**config.mk**
```make
export PLATFORM = sky130hd
export DESIGN_NAME = pwm_burst_multi
export DESIGN_NICKNAME = d
export VERILOG_FILES = /design/src/rtl/pwm_burst_multi.sv
export SDC_FILE = /design/constraint.sdc
export NUM_CORES = 2
export LEC_CHECK = 0
export CORE_MARGIN = 8
export CORE_UTILIZATION = 30
export CTS_BUF_LIST = sky130_fd_sc_hd__clkbuf_4 sky130_fd_sc_hd__clkbuf_8
export DETAILED_ROUTE_END_ITERATION = 8
export DONT_BUFFER_PORTS = 1
export HOLD_SLACK_MARGIN = 0.02
export PLACE_DENSITY = 0.49
export SLEW_MARGIN = 10
export SYNTH_ARGS = -nofsm -noshare
export SYNTH_HDL_FRONTEND = slang
export SYNTH_SLANG_ARGS = --single-unit
```
**constraint.sdc**
```tcl
create_clock -name i_clk -period 20.5 [get_ports i_clk]
set_clock_uncertainty 0.2 [all_clocks]
set_input_delay 2.05 -clock i_clk [delete_from_list [all_inputs] [get_ports i_clk]]
set_output_delay 2.05 -clock i_clk [all_outputs]
set_load 0.1 [all_outputs]
```
**src/rtl/pwm_burst_multi.sv**
```systemverilog
`default_nettype none
// +----------------------------------------------------------------------+
// | pwm_burst_multi                                                      |
// | CH independent PWM burst channels: T periods of P cycles with H high |
// | (T=0 runs until stopped); P/H reload glitch-free at period ends.     |
// | Rev 1.0 - initial release                                            |
// +----------------------------------------------------------------------+
module pwm_burst_multi #(
  parameter int CH = 4,
  parameter int CW = 32,
  parameter int TW = 16
) (
  input  logic            i_clk,
  input  logic            i_rst,
  input  logic [CH-1:0]    i_start,
  input  logic [CH-1:0]    i_stop,
  input  logic [CH*CW-1:0] i_period,
  input  logic [CH*CW-1:0] i_high,
  input  logic [CH*TW-1:0] i_times,
  output logic [CH-1:0]    o_pwm,
  output logic [CH-1:0]    o_busy,
  output logic [CH-1:0]    o_done
);

  localparam logic [CW-1:0] c_p_one = {{(CW-1){1'b0}}, 1'b1};
  localparam logic [TW-1:0] c_t_one = {{(TW-1){1'b0}}, 1'b1};

  for (genvar n = 0; n < CH; n++) begin : g_ch
    logic [CW-1:0] w_period_in;
    logic [CW-1:0] w_high_in;
    logic [TW-1:0] w_times_in;
    logic          w_start_pls;
    logic          w_wrap;
    logic          w_last;

    logic          r_start_q;
    logic          r_start_vld;
    logic          r_busy;
    logic          r_pwm;
    logic          r_done;
    logic [CW-1:0] r_pcnt;
    logic [CW-1:0] r_p;
    logic [CW-1:0] r_h;
    logic [TW-1:0] r_tcnt;
    logic [TW-1:0] r_t;

    assign w_period_in = i_period[n*CW +: CW];
    assign w_high_in   = i_high[n*CW +: CW];
    assign w_times_in  = i_times[n*TW +: TW];

    // r_start_vld stops a start level held across reset release from
    // looking like an edge: a rising edge needs a genuinely sampled 0.
    assign w_start_pls = i_start[n] & ~r_start_q & r_start_vld;
    assign w_wrap      = (|r_p) && (r_pcnt == r_p - c_p_one);
    assign w_last      = (|r_t) && (r_tcnt == r_t - c_t_one);

    always_ff @(posedge i_clk or posedge i_rst) begin
      if (i_rst) begin
        r_start_q   <= 1'b0;
        r_start_vld <= 1'b0;
        r_busy      <= 1'b0;
        r_pwm       <= 1'b0;
        r_done      <= 1'b0;
        r_pcnt      <= '0;
        r_p         <= '0;
        r_h         <= '0;
        r_tcnt      <= '0;
        r_t         <= '0;
      end else begin
        r_start_q   <= i_start[n];
        r_start_vld <= 1'b1;
        r_done      <= 1'b0;
        r_pwm       <= r_busy && (r_pcnt < r_h);

        if (i_stop[n]) begin
          r_busy <= 1'b0;
          r_pcnt <= '0;
          r_tcnt <= '0;
        end else if (w_start_pls && (|w_period_in)) begin
          r_p    <= w_period_in;
          r_h    <= w_high_in;
          r_t    <= w_times_in;
          r_pcnt <= '0;
          r_tcnt <= '0;
          r_busy <= 1'b1;
        end else if (r_busy) begin
          if (w_wrap) begin
            r_pcnt <= '0;
            // A zero period on the inputs keeps the running period.
            if (|w_period_in) begin
              r_p <= w_period_in;
            end
            r_h <= w_high_in;
            if (|r_t) begin
              if (w_last) begin
                r_busy <= 1'b0;
                r_done <= 1'b1;
                r_tcnt <= '0;
              end else begin
                r_tcnt <= r_tcnt + c_t_one;
              end
            end
          end else begin
            r_pcnt <= r_pcnt + c_p_one;
          end
        end
      end
    end

    assign o_pwm[n]  = r_pwm;
    assign o_busy[n] = r_busy;
    assign o_done[n] = r_done;
  end

endmodule
`default_nettype wire

```
==> run summary <==
The share of power burned in registers is 42.3%. The worst slew margin relative to its limit came out at 21.2%. The growth of design area from synthesis to finish came out at 11.5%. The net count of the mapped netlist came out at 4115. The total number of vias is 27400. The part of the power in the clock network came out at 39.0%. The flop-to-flop setup slack is 15.19 ns. The total of cells resized after clock tree synthesis is 0. The wire length per cell came out at 19.8 um. In this run the vertical extent of the chip is 354 um.

The run finished with clean final reports. After synthesis the cells add up to 34300 um^2. Entering global routing, the biggest net connects 145 pins. In this run the worst path has a maximum fanout of 33. The area share of the leading cell type in the synthesized netlist is 38.6%. The final setup violation count came out at 0.

In this run the critical register-to-register path is launched from g_ch[1].r_p[0]. The number of max-slew violations in the final report came out at 0. The length of the first detailed-routing pass in iterations came out at 7. The number of antenna violations at the first check in global routing is 32. The peak supply drop came out at 0.0000501 V.

The number of distinct library cell variants in the gate-level netlist after synthesis is 93. Internal power comes to 2230 uW. The total number of clock tree sinks came out at 529.

The slew at the pin closest to its max-slew limit is 1.18 ns. The layout filler cell count came out at 11800. The element type at the critical path start is a flip-flop.

The number of buffers inserted for hold repair after clock tree synthesis is 0. The worst hold path begins at g_ch[3].r_h[21]. The met2 track demand over resource came out at 24.6%. The register bit count reported by yosys is 529.

Once layout is complete, the utilization of the core stands at 33.5%. Counting along the longest clock path gives a buffer depth of 3. The critical path goes through inv_1 -> ha_1 -> or3b_2 -> or3_1 -> xnor2_1 -> a2111oi_0 -> nand4_1 -> or4_1 -> o22a_1 -> buf_4 -> nor2_4 -> mux2_2. The finished cells cover 38200 um^2. Setup repair after global routing left no endpoint under its margin. For this run, the number of Yosys warnings is 0. The first global-routing pass estimated 162000 um of wire. The net switching power of the design came out at 1030 uW. The detail route stage leaves a number of antenna-violating nets equal to 0. The number of clock buffers inserted by TritonCTS came out at 106. The number of rows created at floorplan came out at 124. STA puts the critical path data required time at 20.98 ns. After layout, the worst path uses 25.9% of the clock period.

The worst path arrival time is 5.79 ns. The total power divided by cell area came out at 85.3 nW/um^2. The kind of capture point of the worst setup path is a flip-flop. The post-synthesis async set-or-reset flop share is 100%. The clock transition time at the flip-flop clock pins of the worst setup and hold paths is 0.06 ns. Among all stages on the critical path, the largest delay is contributed by nor2_4. The met3 global-route usage is 5.00%. For hold timing, the worst endpoint is g_ch[3].r_h[21].

In the routed design, unresolved DRC markers number 0. After synthesis, the cell types taking the most area are dfrtp_1 (39%), mux2_2 (8.2%), ha_1 (5.1%). For this configuration, the core starts out at a cell density of 30.1%. The number of DRC markers in iteration 0 is 1754. The instance count of the mapped netlist came out at 3644. In this run the most used layer during global routing was met2.

The largest stage delay on the critical path came out at 0.82 ns. The tool flagged a number of max-cap violations equal to 0. The number of global-route vias before repair came to 26800.

The number of hold violations in the final report is 0. Sequential elements use 38.6% of the synthesized area. In this run the count of I/O pins placed on the die edge is 342. Setup slack on the critical path of the routed design comes to 15.19 ns. The post-DP HPWL is 76300 um. The tightest min-delay check is of the flip-flop to flip-flop type. The global routing usage on met1 is 21.7%. The critical path buffer and inverter count came out at 2.

Prior to clock tree synthesis, the placed netlist has a worst setup slack of 14.68 ns. The final total negative setup slack is 0 ns. The x dimension of the die came out at 354 um. The synthesized area per cell came out at 9.40 um^2. The clock insertion delay at the later pin of the skew report came out at 0.81 ns. For this run, the leading register cell type out of synthesis is dfrtp_1. The post-detailed-placement cell area is 35700 um^2.

The fraction of power spent switching nets is 31.5%. The H-tree was split into 3 levels. The remaining global-route overflow came out at 0. The global-route total usage across every layer came out at 16.0%. Combinational logic is responsible for 18.7% of the overall power. The die covers 125000 um^2. The congestion estimate from routability-driven global placement came to 0.832. The count of buffers from port buffering is 0. Dividing the detail-routed via count by the number of cells gives 5.27. The sum of routed wire length over all layers came out at 103000 um. In this run, placement finished with an instance count of 4993. The critical path is of the flip-flop to flip-flop type. dfrtp_1 takes more of the synthesized area than any other cell. For this design the static power due to leakage is 0.0162 uW. After floorplanning, the core was sized to cover 114000 um^2. The library cell used as clock root buffer is clkbuf_8. TritonCTS built the clock tree. The depth of the worst register-to-register path came out at 12.

The clock period minus worst slack is 5.31 ns. The endpoint of the lowest-slack register-to-register path is g_ch[1].r_p[27]. The count of cells along the worst hold path came out at 1. The layout cell share with drive strength beyond 1 is 14.7%. Static timing analysis puts the maximum clock frequency at 0.188 GHz.

The final-stage net count is 4060. Excluding fillers, the count of instances in the completed layout stands at 5197. Yosys mapped a number of flops with a built-in enable equal to 0. After clock tree synthesis, the setup repair step added 0 buffers. The cell family contributing the most delay on the critical path is simple AND/OR/NAND/NOR gates.
-- cells by family (layout without fill, tap and decap cells) --
| group | after synthesis | after routing | share of synthesized area (%) |
|---|---|---|---|
| AND/OR/NAND/NOR | 1364 | 1364 | 21.8 |
| other | 1 | 15 | 0.0109 |
| buffers and inverters | 391 | 418 | 4.65 |
| AO/OA/AOI/OAI | 653 | 653 | 13.0 |
| adder cells (fa/ha/maj) | 141 | 141 | 5.15 |
| XOR/XNOR | 245 | 245 | 6.35 |
| multiplexers | 320 | 320 | 10.4 |
| flip-flops | 529 | 529 | 38.6 |
-- how the worst max path moves through the flow --
stage                         startpoint            endpoint  slack [ns]  cells after the start
final                     g_ch[1].r_p[0]     g_ch[1].r_p[27]       15.19                     12
after global routing      g_ch[3].r_p[0]      g_ch[3].r_h[0]       14.68                     12
after CTS                 g_ch[1].r_p[0]      g_ch[1].r_p[3]       15.12                     12
after detailed placement    i_period[70]  g_ch[2].r_pcnt[15]       14.68                      9
after global placement      i_period[70]  g_ch[2].r_pcnt[15]       14.72                      9
after floorplan                    i_rst      g_ch[0].r_busy        3.47                      1
-- power by group through the flow --
stage          combinational [uW]  sequential (uW)  clock [uW]
2_1_floorplan                 525             1300           0
3_3_place_gp                  605             1390           0
3_5_place_dp                  610             1400           0
4_1_cts                       615             1380        1330
5_1_grt                       690             1400        1370
6_report                      609             1380        1270
-- through the flow --
step | hold slack, ns | total power [uW]
2_1_floorplan | 0.258 | 1820
3_3_place_gp | 0.271 | 2000
3_5_place_dp | 0.275 | 2010
4_1_cts | 0.287 | 3320
5_1_grt | 0.302 | 3460
6_report | 0.283 | 3260
-- cell type report --
class	instances	area (um^2)	share of cell area, %
Sequential cell	529	13200	34.7
Tap cell	1512	1890	4.95
Multi-Input combinational cell	2724	19500	51.2
Timing Repair Buffer	37	290	0.760
Clock buffer	150	1930	5.06
Inverter	191	724	1.90
Clock inverter	40	529	1.39
Antenna cell	14	35.0	0.0918
-- layout by cell type, fill, tap and decap left out, types with 102 or more instances in the layout --
cell      instances
dfrtp_1         529
mux2_2          250
nand2_1         238
nor2_1          222
inv_1           189
nand3_1         163
xnor2_1         141
ha_1            141
o21ai_0         140
clkbuf_8        129
a21oi_1         114
nor4_1          110
nor3_1          105
xor2_1          102
-- Yosys cell counts (14+ instances only) --
library cell    n
nor2b_1        37
nor2_1        228
o211ai_1       33
nor4_1        112
mux2_2        250
or2_2          17
or3_1          31
a32o_1         17
and4_1         19
and2_1         18
o21ai_0       140
o21ai_1        14
a31oi_1        25
clkbuf_1      141
o31ai_1        31
nand2_1       238
ha_1          141
nand4_1        87
buf_2          25
xnor2_1       141
nor3_1        109
xor2_1        102
a21oi_1       116
dfrtp_1       529
mux2_1         36
buf_4          17
nor3b_1        25
mux2i_1        34
nand3b_1       50
a21o_1         74
nor4b_1        25
and3_1         99
a22o_1         53
or4_1          30
nand3_1       163
nand2b_1       26
inv_1         190
nand4b_1       15
-- worst register-to-register path: cells and delay by family (launching register included) --
family / cells / cell delay, ns
DFF: 1 / 0.45
buffers and inverters: 2 / 0.36
AOI/OAI and AO/OA: 2 / 0.91
adders and majority gates: 1 / 0.22
muxes: 1 / 0.45
and+or+nand+nor: 5 / 2.49
xor gates and xnor gates: 1 / 0.14
-- flip-flops by register name, indices dropped and copies added (netlist names) --
signal / cells
g_ch.r_p: 128
g_ch.r_busy: 4
g_ch.r_start_q: 4
g_ch.r_start_vld: 1
g_ch.r_tcnt: 64
g_ch.r_h: 128
g_ch.r_pcnt: 128
g_ch.r_t: 64
g_ch.r_pwm: 4
g_ch.r_done: 4
-- per-layer routing --
layer / routed length [um] / vias up
li1: - / 13300
met1: 47800 / 13200
met2: 45600 / 656
met3: 7000 / 168
met4: 2360 / 20
met5: 132 / -
No activity file was read; power rests on OpenSTA's default activity.
